## config.mk

```make
export PLATFORM = sky130hd
export DESIGN_NAME = nco_hop_sequencer
export DESIGN_NICKNAME = d
export VERILOG_FILES = /design/src/rtl/nco_hop_sequencer.sv
export SDC_FILE = /design/constraint.sdc
export NUM_CORES = 1
export LEC_CHECK = 0
export ABC_AREA = 1
export CAP_MARGIN = 20
export CORE_AREA = 2 2 97 99
export DETAILED_ROUTE_END_ITERATION = 16
export DIE_AREA = 0 0 99 101
export DONT_BUFFER_PORTS = 1
export HOLD_SLACK_MARGIN = 0.15
export SYNTH_ARGS = -nofsm -noshare
export SYNTH_HDL_FRONTEND = slang
export SYNTH_SLANG_ARGS = --single-unit
```

## constraint.sdc

```tcl
create_clock -name clk -period 2.1 [get_ports clk]
set_input_delay 0.42 -clock clk [delete_from_list [all_inputs] [get_ports clk]]
set_output_delay 0.42 -clock clk [all_outputs]
set_load 0.05 [all_outputs]
```

## src/rtl/nco_hop_sequencer.sv

```systemverilog
// nco_hop_sequencer
//   Symbol-driven frequency-hop / FSK controller for the transmitter NCO.
//   Each accepted symbol is mapped through a programmable step table. The
//   step is held for a programmable number of cycles. Back-to-back symbols
//   keep the NCO phase running, and the NCO is parked on IDLE_STEP between
//   bursts.
//
// Ports
//   clk          system clock, rising edge
//   reset        asynchronous active-low reset
//   cfg_we       step-table write strobe
//   cfg_addr     step-table entry index
//   cfg_data     frequency step to store
//   dur_we       duration register write strobe
//   dur_data     cycles per symbol (0 is stored as 1)
//   sym_valid    symbol available
//   sym_data     symbol value
//   sym_ready    sequencer accepts a symbol this cycle
//   o_freq_step  frequency step to the NCO
//   o_nco_en     NCO accumulate enable
//   o_phase_clr  one-cycle NCO phase-accumulator clear
//   o_busy       burst in progress
//   o_done       one-cycle pulse at the end of a burst
module nco_hop_sequencer #(
  parameter int unsigned STEP_W = 10,
  parameter int unsigned SYM_W = 2,
  parameter int unsigned DUR_W = 16,
  parameter logic [STEP_W-1:0] IDLE_STEP = {STEP_W{1'b0}}
) (
  input  logic              clk,
  input  logic              reset,
  input  logic              cfg_we,
  input  logic [SYM_W-1:0]  cfg_addr,
  input  logic [STEP_W-1:0] cfg_data,
  input  logic              dur_we,
  input  logic [DUR_W-1:0]  dur_data,
  input  logic              sym_valid,
  input  logic [SYM_W-1:0]  sym_data,
  output logic              sym_ready,
  output logic [STEP_W-1:0] o_freq_step,
  output logic              o_nco_en,
  output logic              o_phase_clr,
  output logic              o_busy,
  output logic              o_done
);

  localparam int unsigned DEPTH = 2 ** SYM_W;

  typedef enum logic [0:0] {
    ST_IDLE = 1'b0,
    ST_RUN  = 1'b1
  } state_t;

  // A zero duration would make a symbol last no time at all, so it is
  // promoted to the shortest meaningful duration of one cycle.
  function automatic logic [DUR_W-1:0] clamp_dur(input logic [DUR_W-1:0] d);
    clamp_dur = (d == {DUR_W{1'b0}}) ? {{(DUR_W-1){1'b0}}, 1'b1} : d;
  endfunction

  logic [STEP_W-1:0] table_r [DEPTH];
  logic [DUR_W-1:0]  dur_r;

  state_t            state_r;
  state_t            state_s;
  logic [DUR_W-1:0]  cnt_r;
  logic [DUR_W-1:0]  cnt_s;
  logic [STEP_W-1:0] step_r;
  logic [STEP_W-1:0] step_s;
  logic              nco_en_r;
  logic              nco_en_s;
  logic              phase_clr_r;
  logic              phase_clr_s;
  logic              busy_r;
  logic              busy_s;
  logic              done_r;
  logic              done_s;
  logic              ready_s;
  logic              xfer_s;
  logic [STEP_W-1:0] lookup_s;
  logic [DUR_W-1:0]  reload_s;

  // Old table contents are read here; a same-cycle write lands only at the edge.
  assign lookup_s = table_r[sym_data];
  assign reload_s = dur_r - {{(DUR_W-1){1'b0}}, 1'b1};
  assign xfer_s   = sym_valid & ready_s;

  // Configuration registers: step table and symbol duration.
  always_ff @(posedge clk or negedge reset) begin
    if (!reset) begin
      for (int i = 0; i < DEPTH; i++) begin
        table_r[i] <= {STEP_W{1'b0}};
      end
      dur_r <= {{(DUR_W-1){1'b0}}, 1'b1};
    end else begin
      if (cfg_we) begin
        table_r[cfg_addr] <= cfg_data;
      end
      if (dur_we) begin
        dur_r <= clamp_dur(dur_data);
      end
    end
  end

  // Ready is open in IDLE and on the final cycle of the current symbol only.
  always_comb begin
    ready_s = 1'b0;
    case (state_r)
      ST_IDLE: ready_s = 1'b1;
      ST_RUN:  ready_s = (cnt_r == {DUR_W{1'b0}});
      default: ready_s = 1'b0;
    endcase
  end

  // Next-state and next-output logic for the hop sequencer.
  always_comb begin
    state_s     = state_r;
    cnt_s       = cnt_r;
    step_s      = step_r;
    nco_en_s    = nco_en_r;
    busy_s      = busy_r;
    phase_clr_s = 1'b0;
    done_s      = 1'b0;
    case (state_r)
      ST_IDLE: begin
        if (xfer_s) begin
          // A new burst starts from a cleared phase accumulator.
          state_s     = ST_RUN;
          cnt_s       = reload_s;
          step_s      = lookup_s;
          nco_en_s    = 1'b1;
          busy_s      = 1'b1;
          phase_clr_s = 1'b1;
        end else begin
          state_s  = ST_IDLE;
          cnt_s    = {DUR_W{1'b0}};
          step_s   = IDLE_STEP;
          nco_en_s = 1'b0;
          busy_s   = 1'b0;
        end
      end
      ST_RUN: begin
        if (cnt_r != {DUR_W{1'b0}}) begin
          cnt_s = cnt_r - {{(DUR_W-1){1'b0}}, 1'b1};
        end else if (xfer_s) begin
          // A chained symbol keeps the phase running, so no clear is issued.
          state_s = ST_RUN;
          cnt_s   = reload_s;
          step_s  = lookup_s;
        end else begin
          state_s  = ST_IDLE;
          step_s   = IDLE_STEP;
          nco_en_s = 1'b0;
          busy_s   = 1'b0;
          done_s   = 1'b1;
        end
      end
      default: begin
        state_s  = ST_IDLE;
        cnt_s    = {DUR_W{1'b0}};
        step_s   = IDLE_STEP;
        nco_en_s = 1'b0;
        busy_s   = 1'b0;
      end
    endcase
  end

  // State, counter and registered NCO-facing outputs.
  always_ff @(posedge clk or negedge reset) begin
    if (!reset) begin
      state_r     <= ST_IDLE;
      cnt_r       <= {DUR_W{1'b0}};
      step_r      <= IDLE_STEP;
      nco_en_r    <= 1'b0;
      phase_clr_r <= 1'b0;
      busy_r      <= 1'b0;
      done_r      <= 1'b0;
    end else begin
      state_r     <= state_s;
      cnt_r       <= cnt_s;
      step_r      <= step_s;
      nco_en_r    <= nco_en_s;
      phase_clr_r <= phase_clr_s;
      busy_r      <= busy_s;
      done_r      <= done_s;
    end
  end

  assign sym_ready   = ready_s;
  assign o_freq_step = step_r;
  assign o_nco_en    = nco_en_r;
  assign o_phase_clr = phase_clr_r;
  assign o_busy      = busy_r;
  assign o_done      = done_r;

endmodule
```

==> impl_metrics.toml <==
[outcome]
outcome = "finished, violations left"
violations = "negative hold slack"

[cts]
clk_latency_ns = 0.35
cts_buffers = 9
cts_sinks = 86
post_cts_buffers = 0
cts_tree = "yes"
cts_buffer_depth = 2
cts_hold_buffers = 1
htreeDepth = 3
clk_pin_slew_ns = 0.09
cts-root-buf = "clkbuf_8"

[timing]
setup_viol = 0
timing.fmax_mhz = 504
rsz0062_at_grt = "no"
worst_pin_slew_ns = 0.890
whs_ns = -0.250
fin_crit_ns = 1.98
finalHoldViolCount = 86
maxSlewHeadroom = 0.406
slew_violations = 0
tns_ns = 0
skew_ns = 0.00946
min_period_over_period = 0.944

[global_routing]
grt_usage = 0.209
overflow = 0
grt_pass1_vias = 3273
grt_antenna_before_repair = 0
grt_max_degree = 87
grt_pass1_wl_um = 16400

[setup_path]
critPathMaxFanout = 7
critPathRequiredTime_ns = 1.68
slowest_delay_ns = 0.38
rrSetupSlack_ns = 0.21
startpoint_type = "register"
worst_path_max_delay_cell = "dfrtp_1"
critPathArrivalTime_ns = 1.56
critPathKind = "register to output port"
endpoint_kind = "output port"
crit_chain = "inv_1 -> ha_2 -> nand2_2 -> nor2_4 -> nand2_4 -> nand2_8"

[placed_design]
io_buffers = 0
place_congestion = 0.911
dp_hpwl_um = 6810

[floorplanning]
die-area_um2 = 10000
rows = 35
die_w_um = 99
initial_core_util = 0.490
ios = 50
core_area_um2 = 8980
die_y_um = 101

[synthesis]
ys_warn_count = 0
syn-num-nets = 592
yosys.cell_types.count = 37
syn_area_per_cell_um2 = 7.94
synth-main-ff-cell = "dfrtp_1"
yosys.area.top_type = "dfrtp_1"
async_flop_share = 1.00
synthCells = 554
ys_ff_latch = 86
synth.area.top_cells = "dfrtp_1 (48%), nand2_1 (13%), o21ai_0 (9.1%)"
yosysTopAreaCellShare = 0.484
syn_area_um2 = 4400
seq_area_frac_synth = 0.490
synth_enable_flop_cells = 0

[power_and_ir_drop]
seq_power_share = 0.566
clkPwrFrac = 0.320
power.density_nw_per_um2 = 735
combPwrFrac = 0.114
p_leak_nw = 2.14
vdd_drop_max_uv = 297
netSwitchingFraction = 0.282
cell_internal_pwr_w = 0.00248
switching_power_w = 0.000970

[route]
drc = 0
ant_nets = 0
drt_iter0_markers = 223
drt_wl_total_um = 9720
routed_via_density = 5.34
dr_total_vias = 3565
route.detailed.wl_per_inst_um = 14.6
firstDrtPassIters = 5

[final_layout]
mostFrequentLayoutCell = "nand2_1"
final_cell_mix = "nand2_1 (148), dfrtp_1 (85), o21ai_0 (80), nor2_1 (51), inv_1 (47)"
syn_to_final_growth_pct = 6.57
nFillCells = 880
antennaDiodeCount = 0
drive_above_1_share = 0.0971
nNetsFinal = 589

[run]
maxCapViolCount = 0

[min_path]
hold_class = "primary input to asynchronous set/reset pin"
-- what timing repair did --
| item | CTS | global route |
|---|---|---|
| endpoints found under the hold margin | 87 | 86 |
| endpoints found under the setup margin | 0 | 4 |
| resized for setup | 0 | 2 |
-- through the flow --
stage                     setup WS, ns  total power [W]  utilization  area (um2)  instances
final                            0.117          0.00345        0.522        4690        667
after detailed placement         0.191          0.00237        0.498        4470        649
after global routing           0.00259          0.00366        0.522        4690        667
after floorplan                  0.448          0.00228            -        4400        554
after global placement           0.243          0.00236        0.498        4470        649
after CTS                       0.0661          0.00349        0.520        4670        666
-- flip-flops by register name, summed over array words and instances (netlist names) --
register     count
o_phase_clr      1
o_freq_step     10
cnt_r           16
table_r         40
o_busy           1
o_done           1
dur_r           16
state_r          1
-- layout make-up --
type                            count  area, um2  share of cell area
Sequential cell                    86       2150               0.459
Multi-Input combinational cell    397       1970               0.420
Inverter                           51        191              0.0408
Tap cell                          111        139              0.0296
Clock buffer                       10        138              0.0294
Clock inverter                      6       51.3              0.0109
Timing Repair Buffer                6       47.5              0.0101
-- Yosys cell counts (3+ instances only) --
| cell type | n |
|---|---|
| o21ai_0 | 80 |
| inv_2 | 3 |
| a21oi_1 | 13 |
| nand3_2 | 6 |
| inv_1 | 47 |
| nor2_4 | 7 |
| a31oi_1 | 3 |
| o22ai_1 | 10 |
| nand4_1 | 6 |
| dfrtp_1 | 85 |
| nor3_1 | 3 |
| nand2_1 | 148 |
| nand2_4 | 3 |
| ha_1 | 3 |
| nor2_1 | 51 |
| xor2_1 | 7 |
| nor2_2 | 5 |
| nand3_1 | 34 |
| clkbuf_1 | 16 |
-- cell families (layout without fill, tap and decap cells) --
group / count (synthesis) / count (layout) / share of synthesized area
compound gates: 111 / 111 / 0.132
mux: 1 / 1 / 0.00256
simple gates: 272 / 273 / 0.283
fa+ha+maj: 3 / 3 / 0.00854
xor+xnor: 9 / 9 / 0.0179
buf+inv: 72 / 73 / 0.0671
flops: 86 / 86 / 0.490
-- final timing paths --
check / end / from / depth (start not counted)
max reg2reg: o_freq_step[9] / cnt_r[0] / 10
min in group clk: dur_r[12] / dur_we / 1
min reg2reg: table_r[13] / table_r[13] / 2
min: cnt_r[9] / reset / 0
max in group asynchronous: dur_r[0] / reset / 0
max: sym_ready / cnt_r[0] / 6
-- metal layers --
| metal | part of all wire | GRT usage |
|---|---|---|
| met5 | 0 | 0 |
| met4 | 0.013 | 0.0632 |
| met3 | 0.048 | 0.0312 |
| met2 | 0.41 | 0.288 |
| met1 | 0.53 | 0.337 |
-- worst max-delay path, delay by kind of cell (launching register included) --
kind                       cells  cell delay (ns)
adders and majority gates      1             0.22
buffers and inverters          1             0.13
DFF                            1             0.38
and+or+nand+nor                4             0.48
-- power groups by stage --
| stage | logic [W] | clock network [W] | registers [W] |
|---|---|---|---|
| floorplan | 0.000325 | 0 | 0.00195 |
| global placement | 0.000383 | 0 | 0.00198 |
| detailed placement | 0.000391 | 0 | 0.00198 |
| CTS | 0.000393 | 0.00115 | 0.00195 |
| global route | 0.000463 | 0.00122 | 0.00197 |
| finish | 0.000393 | 0.00110 | 0.00195 |
No activity file was read; power rests on OpenSTA's default activity.
